===== config.mk =====
export PLATFORM = sky130hd
export DESIGN_NAME = exec_stage_pipelined
export DESIGN_NICKNAME = d
export VERILOG_FILES = /design/src/rtl/exec_stage_pipelined.sv
export SDC_FILE = /design/constraint.sdc
export NUM_CORES = 1
export LEC_CHECK = 0
export CAP_MARGIN = 20
export CORE_ASPECT_RATIO = 0.9
export CORE_UTILIZATION = 40
export CTS_BUF_LIST = sky130_fd_sc_hd__clkbuf_4
export DETAILED_ROUTE_END_ITERATION = 10
export PLACE_DENSITY = 0.7
export SYNTH_ARGS = -nofsm -noshare
export SYNTH_HDL_FRONTEND = slang
export SYNTH_SLANG_ARGS = --single-unit

===== constraint.sdc =====
create_clock -name clk -period 14.25 [get_ports clk]
set_input_delay 4.275 -clock clk [delete_from_list [all_inputs] [get_ports clk]]
set_output_delay 4.275 -clock clk [all_outputs]
set_load 0.05 [all_outputs]

===== src/rtl/exec_stage_pipelined.sv =====
// Execute stage: operand forwarding, single-cycle ALU, iterative shift-add multiplier,
// with valid/ready handshakes on both sides and a registered result.
module exec_stage_pipelined #(
  parameter int DBITS               = 32,
  parameter int REG_INDEX_BIT_WIDTH = 4,
  parameter int NUM_FWD             = 2,
  parameter int FUNC_BITS           = 4
) (
  input  logic                                 clk,
  input  logic                                 rst_n,
  input  logic                                 flush,
  input  logic                                 in_valid,
  output logic                                 in_ready,
  input  logic [DBITS-1:0]                     regfileOut1,
  input  logic [REG_INDEX_BIT_WIDTH-1:0]       regno1,
  input  logic [DBITS-1:0]                     regfileOut2,
  input  logic [REG_INDEX_BIT_WIDTH-1:0]       regno2,
  input  logic [DBITS-1:0]                     imm,
  input  logic [1:0]                           aluIn2Sel,
  input  logic [FUNC_BITS-1:0]                 aluFunc,
  input  logic                                 isMul,
  input  logic [REG_INDEX_BIT_WIDTH-1:0]       destRegno,
  input  logic                                 destWrtEn,
  input  logic [NUM_FWD*DBITS-1:0]             fwdValue,
  input  logic [NUM_FWD*REG_INDEX_BIT_WIDTH-1:0] fwdRegno,
  input  logic [NUM_FWD-1:0]                   fwdWrtEn,
  output logic                                 out_valid,
  input  logic                                 out_ready,
  output logic [DBITS-1:0]                     outResult,
  output logic [DBITS-1:0]                     outRs2,
  output logic [REG_INDEX_BIT_WIDTH-1:0]       outDestRegno,
  output logic                                 outDestWrtEn,
  output logic                                 busy
);

  localparam int RW  = REG_INDEX_BIT_WIDTH;
  localparam int SHW = $clog2(DBITS);
  localparam int CW  = $clog2(DBITS + 1);

  // Shared Alu function codes
  localparam logic [FUNC_BITS-1:0] F_ADD  = FUNC_BITS'(0);
  localparam logic [FUNC_BITS-1:0] F_SUB  = FUNC_BITS'(1);
  localparam logic [FUNC_BITS-1:0] F_AND  = FUNC_BITS'(2);
  localparam logic [FUNC_BITS-1:0] F_OR   = FUNC_BITS'(3);
  localparam logic [FUNC_BITS-1:0] F_XOR  = FUNC_BITS'(4);
  localparam logic [FUNC_BITS-1:0] F_SLL  = FUNC_BITS'(5);
  localparam logic [FUNC_BITS-1:0] F_SRL  = FUNC_BITS'(6);
  localparam logic [FUNC_BITS-1:0] F_SRA  = FUNC_BITS'(7);
  localparam logic [FUNC_BITS-1:0] F_SLT  = FUNC_BITS'(8);
  localparam logic [FUNC_BITS-1:0] F_SLTU = FUNC_BITS'(9);

  typedef enum logic {IDLE, MUL} state_t;

  state_t             state_reg, state_next;
  logic               out_valid_reg, busy_reg, out_dest_wrt_en_reg;
  logic [DBITS-1:0]   out_result_reg, out_rs2_reg;
  logic [RW-1:0]      out_dest_regno_reg;
  logic [DBITS-1:0]   mcand_reg, mplier_reg, acc_reg, acc_next;
  logic [CW-1:0]      counter_reg;

  logic [DBITS-1:0]   fwd_val [NUM_FWD];
  logic [NUM_FWD-1:0] hit1, hit2;
  logic [DBITS-1:0]   rs1, rs2, in2, alu_result;
  logic               accept, mul_done;

  generate
    for (genvar gi = 0; gi < NUM_FWD; gi++) begin : g_fwd
      assign fwd_val[gi] = fwdValue[gi*DBITS +: DBITS];
      assign hit1[gi]    = fwdWrtEn[gi] && (fwdRegno[gi*RW +: RW] == regno1);
      assign hit2[gi]    = fwdWrtEn[gi] && (fwdRegno[gi*RW +: RW] == regno2);
    end
  endgenerate

  // Walk from oldest to youngest so the lowest matching index wins.
  always_comb begin
    rs1 = regfileOut1;
    rs2 = regfileOut2;
    for (int i = NUM_FWD - 1; i >= 0; i--) begin
      if (hit1[i]) rs1 = fwd_val[i];
      if (hit2[i]) rs2 = fwd_val[i];
    end
    case (aluIn2Sel)
      2'd0:    in2 = rs2;
      2'd1:    in2 = imm;
      default: in2 = '0;
    endcase
  end

  always_comb begin
    case (aluFunc)
      F_ADD:   alu_result = rs1 + in2;
      F_SUB:   alu_result = rs1 - in2;
      F_AND:   alu_result = rs1 & in2;
      F_OR:    alu_result = rs1 | in2;
      F_XOR:   alu_result = rs1 ^ in2;
      F_SLL:   alu_result = rs1 << in2[SHW-1:0];
      F_SRL:   alu_result = rs1 >> in2[SHW-1:0];
      F_SRA:   alu_result = $unsigned($signed(rs1) >>> in2[SHW-1:0]);
      F_SLT:   alu_result = DBITS'($signed(rs1) < $signed(in2));
      F_SLTU:  alu_result = DBITS'(rs1 < in2);
      default: alu_result = '0;
    endcase
  end

  always_comb begin
    in_ready   = (state_reg == IDLE) && (!out_valid_reg || out_ready) && !flush;
    accept     = in_valid && in_ready;
    mul_done   = (state_reg == MUL) && (counter_reg == CW'(1));
    acc_next   = mplier_reg[0] ? acc_reg + mcand_reg : acc_reg;
    state_next = state_reg;
    case (state_reg)
      IDLE:    if (accept && isMul) state_next = MUL;
      MUL:     if (mul_done) state_next = IDLE;
      default: state_next = IDLE;
    endcase
    if (flush) state_next = IDLE;
  end

  always_ff @(posedge clk) begin
    if (!rst_n) begin
      state_reg           <= IDLE;
      out_valid_reg       <= 1'b0;
      out_result_reg      <= '0;
      out_rs2_reg         <= '0;
      out_dest_regno_reg  <= '0;
      out_dest_wrt_en_reg <= 1'b0;
      busy_reg            <= 1'b0;
      counter_reg         <= '0;
      mcand_reg           <= '0;
      mplier_reg          <= '0;
      acc_reg             <= '0;
    end else begin
      state_reg <= state_next;
      if (flush) begin
        out_valid_reg <= 1'b0;
        busy_reg      <= 1'b0;
        counter_reg   <= '0;
      end else begin
        if (out_valid_reg && out_ready) out_valid_reg <= 1'b0;
        if (accept) begin
          out_rs2_reg         <= rs2;
          out_dest_regno_reg  <= destRegno;
          out_dest_wrt_en_reg <= destWrtEn;
          if (isMul) begin
            mcand_reg   <= rs1;
            mplier_reg  <= in2;
            acc_reg     <= '0;
            counter_reg <= CW'(DBITS);
            busy_reg    <= 1'b1;
          end else begin
            out_result_reg <= alu_result;
            out_valid_reg  <= 1'b1;
          end
        end
        // One shift-add step per cycle; the last step writes straight to the result.
        if (state_reg == MUL) begin
          acc_reg     <= acc_next;
          mcand_reg   <= mcand_reg << 1;
          mplier_reg  <= mplier_reg >> 1;
          counter_reg <= counter_reg - CW'(1);
          if (mul_done) begin
            out_result_reg <= acc_next;
            out_valid_reg  <= 1'b1;
            busy_reg       <= 1'b0;
          end
        end
      end
    end
  end

  assign out_valid    = out_valid_reg;
  assign outResult    = out_result_reg;
  assign outRs2       = out_rs2_reg;
  assign outDestRegno = out_dest_regno_reg;
  assign outDestWrtEn = out_dest_wrt_en_reg;
  assign busy         = busy_reg;

endmodule


Word level (Yosys, flattened, before mapping):

Index checks and enable logic that the tools add are counted.

* $add $sub $neg: 4
* magnitude comparators: 2
* eq/ne operators: 15
* shifts and indexed selects: 3
* mux-type cells: 35
* bitwise operators: 6
* reduce and logical (&&, ||, !) cells: 21

Operator list (count)
* $mux 32: 18
* $pmux 32 s10: 1
* $add 32x32->32: 2
* $lt 32x32->1: 2
* $pmux 32 s2: 1
* $and 32x32->32: 1
* $or 32x32->32: 1
* $shl 32x5->32: 1
* $shr 32x5->32: 1
* $sshr 32x5->32: 1
* $sub 32x32->32: 1
* $xor 32x32->32: 1
* $mux 6: 3
* $eq 4x3->1 const B: 4
* $eq 4x4->1: 4
* $mux 1: 11
* $logic_and 1x1->1: 10
* $eq 4x2->1 const B: 2
* $eq 4x4->1 const B: 2
* $eq 6x1->1 const B: 1
* $sub 6x1->6 const B: 1
* $eq 4x1->1 const B: 1
* $logic_not 4->1: 1
* $reduce_and 2->1: 2
* 9 further kinds: 13

* register bits: 174

Depth between registers and ports, before layout:

* depth after elaboration: 11
* gate-level depth with buffers: 25
* gate-level depth less buffers: 21

Least setup slack after synthesis:

No wires, ideal clock.

* path kind: input to output
* from: input flush
* to: output in_ready
* data arrival time: 5675 ps
* data required time: 9975 ps
* setup slack: 4300 ps
* stages on the path: 2
* path buffers: 1
* path through: clkbuf_1 nor3_1

* cells in the longest elaborated chain, start to end: 2

Ends and longest elaborated chain
* from (decl): RTL line 11 `input logic flush,`
* $logic_not 1->1: RTL line 106 `in_ready = (state_reg == IDLE) && (!out_valid_reg || out_ready) && !flush;`
* $logic_and 1x1->1: RTL line 106
* to (decl): RTL line 13 `output logic in_ready,`

No other way between the ends.

Worst setup path after layout:

Ends and elaborated chain as after synthesis.

==> flow_summary.ini <==
[run_status]
status = finished, final reports clean

[grt]
first_global_vias = 22584
antenna_found_initial = 2
track_usage_pct = 42.53
grt_pass1_wl_um = 156300
grt-ovfl-total = 0
grt_max_degree = 85

[timing]
fin_skew_ns = 0.04093
drv_slew = 0
post-route-period-util_pct = 75.15
period_needed_ns = 10.71
tns_ns = 0
worst_pin_slew_ns = 1.148
max_freq_mhz = 93.38
setup_ws_ns = 3.541
slew_headroom_pct = 23.23
hold_violations = 0
setup_viol = 0
rsz0062_at_grt = false

[placement]
dp_cells = 3547
place_area_um2 = 22940
pre_cts_ws_ns = 3.454
dp_hpwl_um = 84070
portBuffers = 266
gp_congestion = 1.112

[finish]
final_area_um2 = 23230
multi_input_comb_area_um2 = 14990
drive_gt1_share_pct = 7.442
layout.nets = 3273
fin_cells = 3582
fillers = 4902
regArea_um2 = 3483
syn2layout_area_growth_pct = 17.61

[synth]
synth_compound_area_share_pct = 34.22
yosys.area_share.xor_xnor_pct = 2.927
synthMuxAreaShare_pct = 8.724
synthAdderAreaFrac_pct = 8.667
yosys_most_used_dff = dfxtp_1
netlist_area_um2 = 19750
synth-edff-count = 0
synth_cell_type_count = 100
yosysWarnings = 0
synth_simple_gate_area_share_pct = 20.85
yosysSeqAreaShare_pct = 17.64
ys_ff_latch = 174
async_flop_share_pct = 0
syn_inst = 2796
synth_nets = 3126
synth.avg_cell_area_um2 = 7.063
synth_top_family_by_area = compound AO/OA/AOI/OAI gates

[power]
power_frac_seq_pct = 29.4
power_switching_mw = 0.8449
total_power_mw = 1.737
p_per_area_nw_per_um2 = 74.79
p_clk_share_pct = 18.1
p_leak_nw = 8.938
peakVddDrop_mv = 0.05529
swShare_pct = 48.64
intPower_mw = 0.8921
power_frac_comb_pct = 52.6

[drt]
viasPerCell = 6.816
drtPass1Iterations = 11
drtIter0Drc = 4243
wire_per_inst_um = 30.60
totalWireLength_um = 109600
ant_nets = 0
drc = 0
vias = 24414

[worst_setup_path]
cp_slowest_cell = clkdlybuf4s50_1
critical_path_required_ns = 9.97
path_class = in2out
cp_max_fo = 10
cp_slowest_stage_delay_ns = 0.89
worstPathArrival_ns = 6.43
crit_top_cell = clkdlybuf4s50_1
crit_chain = clkdlybuf4s50_1 -> nor3_1 -> clkdlybuf4s50_1
cp-start-kind = input port
rr_worst_depth = 12
endpoint_kind = output pin

[cts]
root_buffer = clkbuf_4
cts_buffers = 17
cts_htree_levels = 4
cts.sinks = 174
clockBufferDepth = 2
clock_latency_ns = 0.75
cts-resized-gates = 0
cts_tree = built
hold_buffers = 0
post_cts_buffers = 0
clkTransAtPathRegs_ns = 0.16

[floorplanning]
core.rowCount = 76
io_pins = 267
dieHeight_um = 212.8
core-area_um2 = 48310
fp.dieW_um = 236.2
start_util_pct = 40.88
die_area_um2 = 50270

[hold_path]
hp-class = reg2reg
min_path_cells = 2

[run]
max_cap_viol_count = 0
[cell type report]
type                       instances  share of cell area, %
inverter                         107                  1.772
antenna                            2                0.02155
tap                              624                  3.362
clock buffer                      19                 0.6141
timing repair buffer             348                  14.11
sequential                       174                  15.00
clock inverter                    13                 0.5764
multi-input combinational       2295                  64.55
[per-stage QoR]
step	hold WS (ns)	util, %
final	0.4671	48.08
after floorplan	0.4438	-
after CTS	0.4667	48.05
after global routing	0.4939	48.08
after detailed placement	0.4465	47.48
after global placement	0.4412	47.46
[layout by cell type, fill, tap and decap left out, drive strengths merged, types with 23 or more instances in the layout]
cell type      netlist  final
a22oi               32     32
buf                 77     82
o22ai               23     23
a21oi              279    279
nor2               300    300
dfxtp              174    174
nor3                79     79
ha                 132    132
o211ai              54     54
clkdlybuf4s50        0    265
nand2              344    344
a21o                40     40
a31oi               53     53
o21ai              189    189
o21bai              24     24
a222oi              63     63
nand3               77     77
a211oi              64     64
mux2                28     28
mux2i              136    136
inv                105    108
xnor2               52     52
[critical path: cells and delay by family]
| family | cells | cell delay [ns] |
|---|---|---|
| and+or+nand+nor | 1 | 0.53 |
| buffers and inverters | 2 | 1.63 |
[cell usage after synthesis, drive strengths merged, types with 15 or more instances]
| master | instances | area [um2] |
|---|---|---|
| buf | 77 | 431.7 |
| nand2 | 344 | 1299 |
| xnor2 | 52 | 455.4 |
| o21bai | 24 | 191.4 |
| a31oi | 53 | 375.4 |
| nand3 | 77 | 395.4 |
| and3 | 18 | 122.6 |
| a21oi | 279 | 1419 |
| and2 | 15 | 93.84 |
| nor3 | 79 | 405.4 |
| inv | 105 | 396.6 |
| nand2b | 20 | 125.1 |
| o22ai | 23 | 143.9 |
| o21ai | 189 | 945.9 |
| o221ai | 16 | 140.1 |
| a222oi | 63 | 630.6 |
| dfxtp | 174 | 3483 |
| nor2 | 300 | 1157 |
| a211oi | 64 | 480.5 |
| ha | 132 | 1652 |
| o211ai | 54 | 405.4 |
| a22oi | 32 | 245.2 |
| mux2 | 28 | 315.3 |
| a21o | 40 | 300.3 |
| clkbuf | 143 | 536.8 |
| nand4 | 15 | 93.84 |
| mux2i | 136 | 1385 |
[final timing paths]
path / start / end / slack (ns)
setup / recovery: flush / in_ready / 3.54
hold / removal: outRs2[14] / outRs2[14] / 0.47
setup reg to reg: state_reg / outResult[26] / 10.05
hold reg to reg: outRs2[14] / outRs2[14] / 0.47
[routing by layer]
| metal | vias up | global-route usage (%) | routed length, um |
|---|---|---|---|
| met5 | - | 0 | 0 |
| met4 | 0 | 23.82 | 6662 |
| met3 | 310 | 11.95 | 14220 |
| met2 | 1860 | 61.46 | 44570 |
| met1 | 11602 | 56.62 | 44170 |
| li1 | 10642 | - | - |
[kinds of logic after synthesis]
logic type	count (synthesis)
compound gates	1000
xor+xnor	66
fa+ha+maj	135
buf+inv	327
flops	174
mux	165
simple gates	929
[power by group through the flow]
stage	Sequential, mW	Clock (mW)	Combinational (mW)
detailed placement	0.520	0	0.863
CTS	0.510	0.316	0.868
global placement	0.520	0	0.866
global route	0.511	0.332	0.944
floorplan	0.540	0	0.493
finish	0.510	0.314	0.913
Note: power is estimated with default switching activity, not from simulation.
